<file path="config.mk">
export PLATFORM = sky130hd
export DESIGN_NAME = aes_pipe_sched
export DESIGN_NICKNAME = d
export VERILOG_FILES = /design/src/rtl/aes_sched_pkg.sv /design/src/rtl/aes_sched_fifo.sv /design/src/rtl/aes_pipe_sched.sv
export SDC_FILE = /design/constraint.sdc
export NUM_CORES = 2
export LEC_CHECK = 0
export ABC_AREA = 0
export CAP_MARGIN = 25
export CORE_MARGIN = 2
export CORE_UTILIZATION = 30
export DETAILED_ROUTE_END_ITERATION = 10
export GPL_TIMING_DRIVEN = 1
export PLACE_DENSITY_LB_ADDON = 0.25
export RECOVER_POWER = 50
export SLEW_MARGIN = 10
export SYNTH_ARGS = -nofsm -noshare
export SYNTH_HDL_FRONTEND = slang
export SYNTH_SLANG_ARGS = --single-unit
</file>
<file path="constraint.sdc">
create_clock -name clk -period 15.2 [get_ports clk]
set_input_delay 2.28 -clock clk [delete_from_list [all_inputs] [get_ports clk]]
set_output_delay 2.28 -clock clk [all_outputs]
set_load 0.03 [all_outputs]
</file>
<file path="src/rtl/aes_sched_pkg.sv">
// Shared types for the AES pipeline scheduler: FSM states, FIFO entry and core latency.
// Used with and without AES_SCHED_KEY_RELOAD_EN.
package aes_sched_pkg;

  localparam int unsigned NR_AES      = 10;
  localparam int unsigned SCHED_ID_W  = 2;
  localparam int unsigned SCHED_TAG_W = 4;

  typedef enum logic [1:0] {
    RUN   = 2'd0,
    DRAIN = 2'd1,
    LOAD  = 2'd2
  } sched_state_e;

  typedef struct packed {
    logic [127:0]            data;
    logic [SCHED_ID_W-1:0]  id;
    logic [SCHED_TAG_W-1:0] tag;
  } rsp_entry_t;

endpackage

</file>
<file path="src/rtl/aes_sched_fifo.sv">
// Synchronous response FIFO of rsp_entry_t with occupancy count; push+pop when full is legal.
module aes_sched_fifo
  import aes_sched_pkg::*;
#(
  parameter int unsigned DEPTH = 16,
  localparam int unsigned PTR_W = $clog2(DEPTH),
  localparam int unsigned CNT_W = $clog2(DEPTH + 1)
) (
  input  logic             clk,
  input  logic             rst,
  input  logic             push_i,
  input  rsp_entry_t       wdata_i,
  input  logic             pop_i,
  output rsp_entry_t       rdata_o,
  output logic             empty_o,
  output logic [CNT_W-1:0] count_o
);

  rsp_entry_t       mem_q [DEPTH];
  logic [PTR_W-1:0] wr_ptr_q, rd_ptr_q;
  logic [CNT_W-1:0] count_q;
  logic             full, do_push, do_pop;

  assign full    = (count_q == CNT_W'(DEPTH));
  assign do_pop  = pop_i && (count_q != '0);
  assign do_push = push_i && (!full || do_pop);

  always_ff @(posedge clk or posedge rst) begin
    if (rst) begin
      wr_ptr_q <= '0;
      rd_ptr_q <= '0;
      count_q  <= '0;
    end else begin
      // Upstream credits make a push into a full FIFO without a pop unreachable.
      assert (!(push_i && full && !do_pop));
      if (do_push) wr_ptr_q <= wr_ptr_q + PTR_W'(1);
      if (do_pop)  rd_ptr_q <= rd_ptr_q + PTR_W'(1);
      count_q <= count_q + CNT_W'(do_push) - CNT_W'(do_pop);
    end
  end

  always_ff @(posedge clk) begin
    if (do_push) mem_q[wr_ptr_q] <= wdata_i;
  end

  assign rdata_o = mem_q[rd_ptr_q];
  assign empty_o = (count_q == '0);
  assign count_o = count_q;

endmodule

</file>
<file path="src/rtl/aes_pipe_sched.sv">
// Round-robin scheduler feeding a non-stallable AES-128 pipeline, with credit-guarded response FIFO.
// Optional key reload FSM enabled by defining AES_SCHED_KEY_RELOAD_EN.
module aes_pipe_sched
  import aes_sched_pkg::*;
#(
  parameter int unsigned  NUM_REQ     = 4,
  parameter int unsigned  TAG_W       = SCHED_TAG_W,
  parameter int unsigned  LAT         = NR_AES,
  parameter int unsigned  FIFO_DEPTH  = 16,
  parameter logic [127:0] KEY_DEFAULT = 128'h0
) (
  input  logic                       clk,
  input  logic                       rst,
  input  logic [NUM_REQ-1:0]         req_valid_i,
  output logic [NUM_REQ-1:0]         req_ready_o,
  input  logic [NUM_REQ*128-1:0]     req_data_i,
  input  logic [NUM_REQ*TAG_W-1:0]   req_tag_i,
  output logic [127:0]               core_state_o,
  output logic [127:0]               core_key_o,
  input  logic [127:0]               core_out_i,
  output logic                       rsp_valid_o,
  input  logic                       rsp_ready_i,
  output logic [127:0]               rsp_data_o,
  output logic [$clog2(NUM_REQ)-1:0] rsp_id_o,
  output logic [TAG_W-1:0]           rsp_tag_o
`ifdef AES_SCHED_KEY_RELOAD_EN
  ,
  input  logic                       key_upd_valid_i,
  input  logic [127:0]               key_upd_data_i,
  output logic                       key_upd_ready_o
`endif
);

  localparam int unsigned ID_W  = $clog2(NUM_REQ);
  localparam int unsigned CNT_W = $clog2(FIFO_DEPTH + 1);

  logic [ID_W-1:0]  rr_q, rr_d, win;
  logic             any_valid, run_ok, credit_ok, accept;
  logic [LAT-1:0]   pv_q;
  logic [ID_W-1:0]  pid_q  [LAT];
  logic [TAG_W-1:0] ptag_q [LAT];
  logic [CNT_W-1:0] fifo_count;
  logic             fifo_empty;
  rsp_entry_t       push_entry, head_entry;

  // First valid requester at or after the round-robin pointer, wrapping.
  always_comb begin
    win       = '0;
    any_valid = 1'b0;
    for (int unsigned i = 0; i < NUM_REQ; i++) begin
      if (!any_valid && req_valid_i[ID_W'((32'(rr_q) + i) % NUM_REQ)]) begin
        any_valid = 1'b1;
        win       = ID_W'((32'(rr_q) + i) % NUM_REQ);
      end
    end
  end

  // Every accepted block eventually lands in the FIFO, so reserve room up front.
  assign credit_ok    = (32'(fifo_count) + 32'($countones(pv_q))) < FIFO_DEPTH;
  assign accept       = any_valid && run_ok && credit_ok;
  assign req_ready_o  = accept ? (NUM_REQ'(1) << win) : '0;
  assign core_state_o = accept ? req_data_i[32'(win)*128 +: 128] : '0;

  always_comb begin
    rr_d = rr_q;
    if (accept) rr_d = (32'(win) == NUM_REQ - 1) ? '0 : win + ID_W'(1);
  end

  // Sideband pipe mirroring the core stages.
  always_ff @(posedge clk or posedge rst) begin
    if (rst) begin
      rr_q <= '0;
      pv_q <= '0;
      for (int unsigned i = 0; i < LAT; i++) begin
        pid_q[i]  <= '0;
        ptag_q[i] <= '0;
      end
    end else begin
      rr_q      <= rr_d;
      pv_q      <= {pv_q[LAT-2:0], accept};
      pid_q[0]  <= win;
      ptag_q[0] <= req_tag_i[32'(win)*TAG_W +: TAG_W];
      for (int unsigned i = 1; i < LAT; i++) begin
        pid_q[i]  <= pid_q[i-1];
        ptag_q[i] <= ptag_q[i-1];
      end
    end
  end

  always_comb begin
    push_entry      = '0;
    push_entry.data = core_out_i;
    push_entry.id   = SCHED_ID_W'(pid_q[LAT-1]);
    push_entry.tag  = SCHED_TAG_W'(ptag_q[LAT-1]);
  end

  aes_sched_fifo #(
    .DEPTH (FIFO_DEPTH)
  ) u_fifo (
    .clk     (clk),
    .rst     (rst),
    .push_i  (pv_q[LAT-1]),
    .wdata_i (push_entry),
    .pop_i   (rsp_ready_i),
    .rdata_o (head_entry),
    .empty_o (fifo_empty),
    .count_o (fifo_count)
  );

  assign rsp_valid_o = !fifo_empty;
  assign rsp_data_o  = head_entry.data;
  assign rsp_id_o    = ID_W'(head_entry.id);
  assign rsp_tag_o   = TAG_W'(head_entry.tag);

`ifdef AES_SCHED_KEY_RELOAD_EN
  sched_state_e state_q, state_d;
  logic [127:0] key_q, key_d;

  always_ff @(posedge clk or posedge rst) begin
    if (rst) begin
      state_q <= RUN;
      key_q   <= KEY_DEFAULT;
    end else begin
      state_q <= state_d;
      key_q   <= key_d;
    end
  end

  // Key swap waits for the pipe to empty; buffered results already carry the old key.
  always_comb begin
    state_d         = state_q;
    key_d           = key_q;
    key_upd_ready_o = 1'b0;
    unique case (state_q)
      RUN:     if (key_upd_valid_i) state_d = DRAIN;
      DRAIN:   if (pv_q == '0) state_d = LOAD;
      LOAD: begin
        key_d           = key_upd_data_i;
        key_upd_ready_o = 1'b1;
        state_d         = RUN;
      end
      default: state_d = RUN;
    endcase
  end

  assign run_ok     = (state_q == RUN) && !key_upd_valid_i;
  assign core_key_o = key_q;
`else
  assign run_ok     = 1'b1;
  assign core_key_o = KEY_DEFAULT;
`endif

endmodule
</file>
==> out/qor.txt <==
DRC -> 54
IO Port Bufs -> 929
worst path buffer plus inverter count -> 3
maxcap violations -> 8
WP data arrival -> 8.21 ns
Final Max Slew Viols -> 206
CTS tree -> done
Vias -> 44900
All-Layer GR Usage -> 20.4%
crit path launch type -> primary input
post-route cell area -> 109000 sq um
R2R cell count -> 8
ys async rst share -> 3.81%
f_max -> 0.0953 GHz
area grow syn2layout -> 23.5%
area leader, netlist -> edfxtp_1
list of most frequent post-synthesis cells -> edfxtp_1 (2144), mux4_2 (623), mux2i_1 (315)
clk slew on worst S/H paths -> 0.06 ns
Rows -> 199
Root Buffer -> clkbuf_16
Boundary Pins -> 1058
final WL -> 313 mm
TritonRoute pass-1 iters -> 10
nets@finish -> 5638
worst-margin pin slew -> 2.79 ns
post-route setup TNS -> 0 ns
top cell type's share of synthesized area -> 72.7%
CP Capture Point -> core_state_o[92]
Tcrit/Tclk final -> 69.0%
core box area -> 294000 sq um
status -> complete, but fails checks
die width -> 547 um
first-pass GRT wire length -> 417 mm
CP startpoint -> req_valid_i[3]
hold path start -> ptag_q[8]
Placed Area -> 102000 sq um
cts hold-fix bufs -> 0
CP peak stage delay -> 2.05 ns
CTS resizes -> 0
critical path type -> in2out
Crit-path slowest cell -> a311oi_1
R2R Path End -> u_fifo.mem_q[7][72]
clk sinks -> 2229
Setup Fix Bufs, Post-CTS -> 0
via density per instance -> 4.92
most frequent cell after synthesis -> edfxtp_1
vias in the first global route -> 46400
Synth Cell Area -> 88500 sq um
layout cells sized above 1 -> 20.6%
worst r2r src -> u_fifo.count_o[3]
GPL Wtd Cong -> 1.06
post-DP HPWL -> 208 mm
most used cell along the critical path -> clkdlybuf4s50_1
worst hold path depth -> 0
yosys warns -> 0
Post-synth top flop -> edfxtp_1
failing checks -> DRC, capacitance limit, slew limit
CP required -> 12.92 ns
Cell variety after synth -> 37
Initial Util -> 30.1%
flip-flop and latch count after synthesis -> 2229
largest net degree at the start of global routing -> 136
slew margin rel. -> -87.5%
unrepaired setup endpoints after global routing -> no
Hold Path Class -> reg2reg
crit path cell chain -> clkdlybuf4s50_1 -> nand2_1 -> o211a_1 -> a311oi_1 -> nand2_4 -> buf_4 -> o22ai_1 -> clkdlybuf4s50_1
Pleak -> 35.1 nW
Crit path max-delay family -> compound AO/OA/AOI/OAI gates
final setup fails -> 0
CTS H-tree depth -> 4
crit-path max FO -> 63
TritonCTS buffer count -> 231
Stages on worst setup path -> 8
final hold vios -> 0
Synth area leaders -> edfxtp_1 (73%), mux4_2 (16%), mux2i_1 (3.6%)
crit path time final -> 10.49 ns
register-to-register setup slack -> 10.41 ns
Core Util, Final -> 37.2%
Worst VDD drop -> 0.170 mV
PD cells -> 202 nW/um^2
initial antenna violation count -> 155
Skew-Pair Late Insertion Delay -> 0.92 ns
routed length per instance -> 34.4 um
global route overflow -> 0
Max Clock Skew -> 0.124 ns
Post-Syn Instances -> 3922
die height -> 547 um
Final ANT Viol Nets -> 0
fillers -> 27000
Post-synth EDFFs -> 2144
Critical Path End Type -> output pin
initial DRC count -> 3987
sequential share of the synthesized area -> 75.1%
CTS Buffer Depth -> 4
Avg Inst Size Synth -> 22.6 sq um
die area -> 300000 sq um
[cell usage in the layout (no fill, tap or decap), types with 52 or more instances in the layout]
cell and count:
a21oi_1 52, buf_4 73, clkbuf_1 56, clkbuf_16 231, clkdlybuf4s50_1 799, conb_1 128
dfrtp_1 81, diode_2 63, dlygate4sd3_1 130, edfxtp_1 2144, mux2i_1 314, mux4_2 623
o22ai_1 128
[power breakdown]
part,switching [mW],internal [mW]
Clock,2.35,3.12
Combinational,5.26,3.69
Sequential,0.244,7.43
Total,7.85,14.2
[sequential cells by signal (all words and copies together), names as in the netlist]
signal / flops
u_fifo.wr_ptr_q: 4
u_fifo.mem_q: 2144
ptag_q: 40
u_fifo.rd_ptr_q: 4
u_fifo.count_o: 5
pid_q: 20
rr_q: 2
pv_q: 10
[per-layer routing]
metal  GRT usage (%)  part of all wire (%)  vias up
met1            23.0                    36    24100
met4            10.5                   6.0       34
li1                -                     -    18500
met2            36.2                    52     1671
met5               0                 0.072        -
met3            4.70                   6.3      558
[worst min-delay path by stage]
stage                       to  slack [ns]
floorplan             pid_q[0]        0.33
global placement      pid_q[4]        0.33
detailed placement    pid_q[1]        0.33
CTS                 ptag_q[35]        0.35
global route          pid_q[1]        0.35
finish               ptag_q[4]        0.35
[logic make-up after synthesis]
kind of cell | share of synthesized area [%]
flops | 75.1
compound gates | 1.72
simple gates | 0.579
fa+ha+maj | 0.432
xor+xnor | 0.0989
mux | 19.4
buf+inv | 2.64
other cells | 0.00423
[metrics by stage]
step	hold WS [ns]	worst slack [ns]	power, mW	cells
after global routing	0.354	4.70	23.0	9081
after global placement	0.332	6.23	16.9	8633
after CTS	0.347	6.21	22.4	9048
after detailed placement	0.335	6.21	16.9	8633
after floorplan	0.331	2.52	13.5	4049
final	0.347	4.71	22.1	9112
[area by class of cell]
| type | instances | area [sq um] | share of cell area (%) |
|---|---|---|---|
| Inverter | 26 | 98.8 | 0.0904 |
| Sequential cell | 2229 | 66500 | 60.8 |
| Tap cell | 3919 | 4900 | 4.48 |
| Clock inverter | 132 | 1220 | 1.12 |
| Clock buffer | 283 | 6000 | 5.48 |
| Antenna cell | 63 | 158 | 0.144 |
| Timing Repair Buffer | 1023 | 10200 | 9.30 |
| Multi-Input combinational cell | 1437 | 20300 | 18.6 |
(Power assumes the default switching activity.)
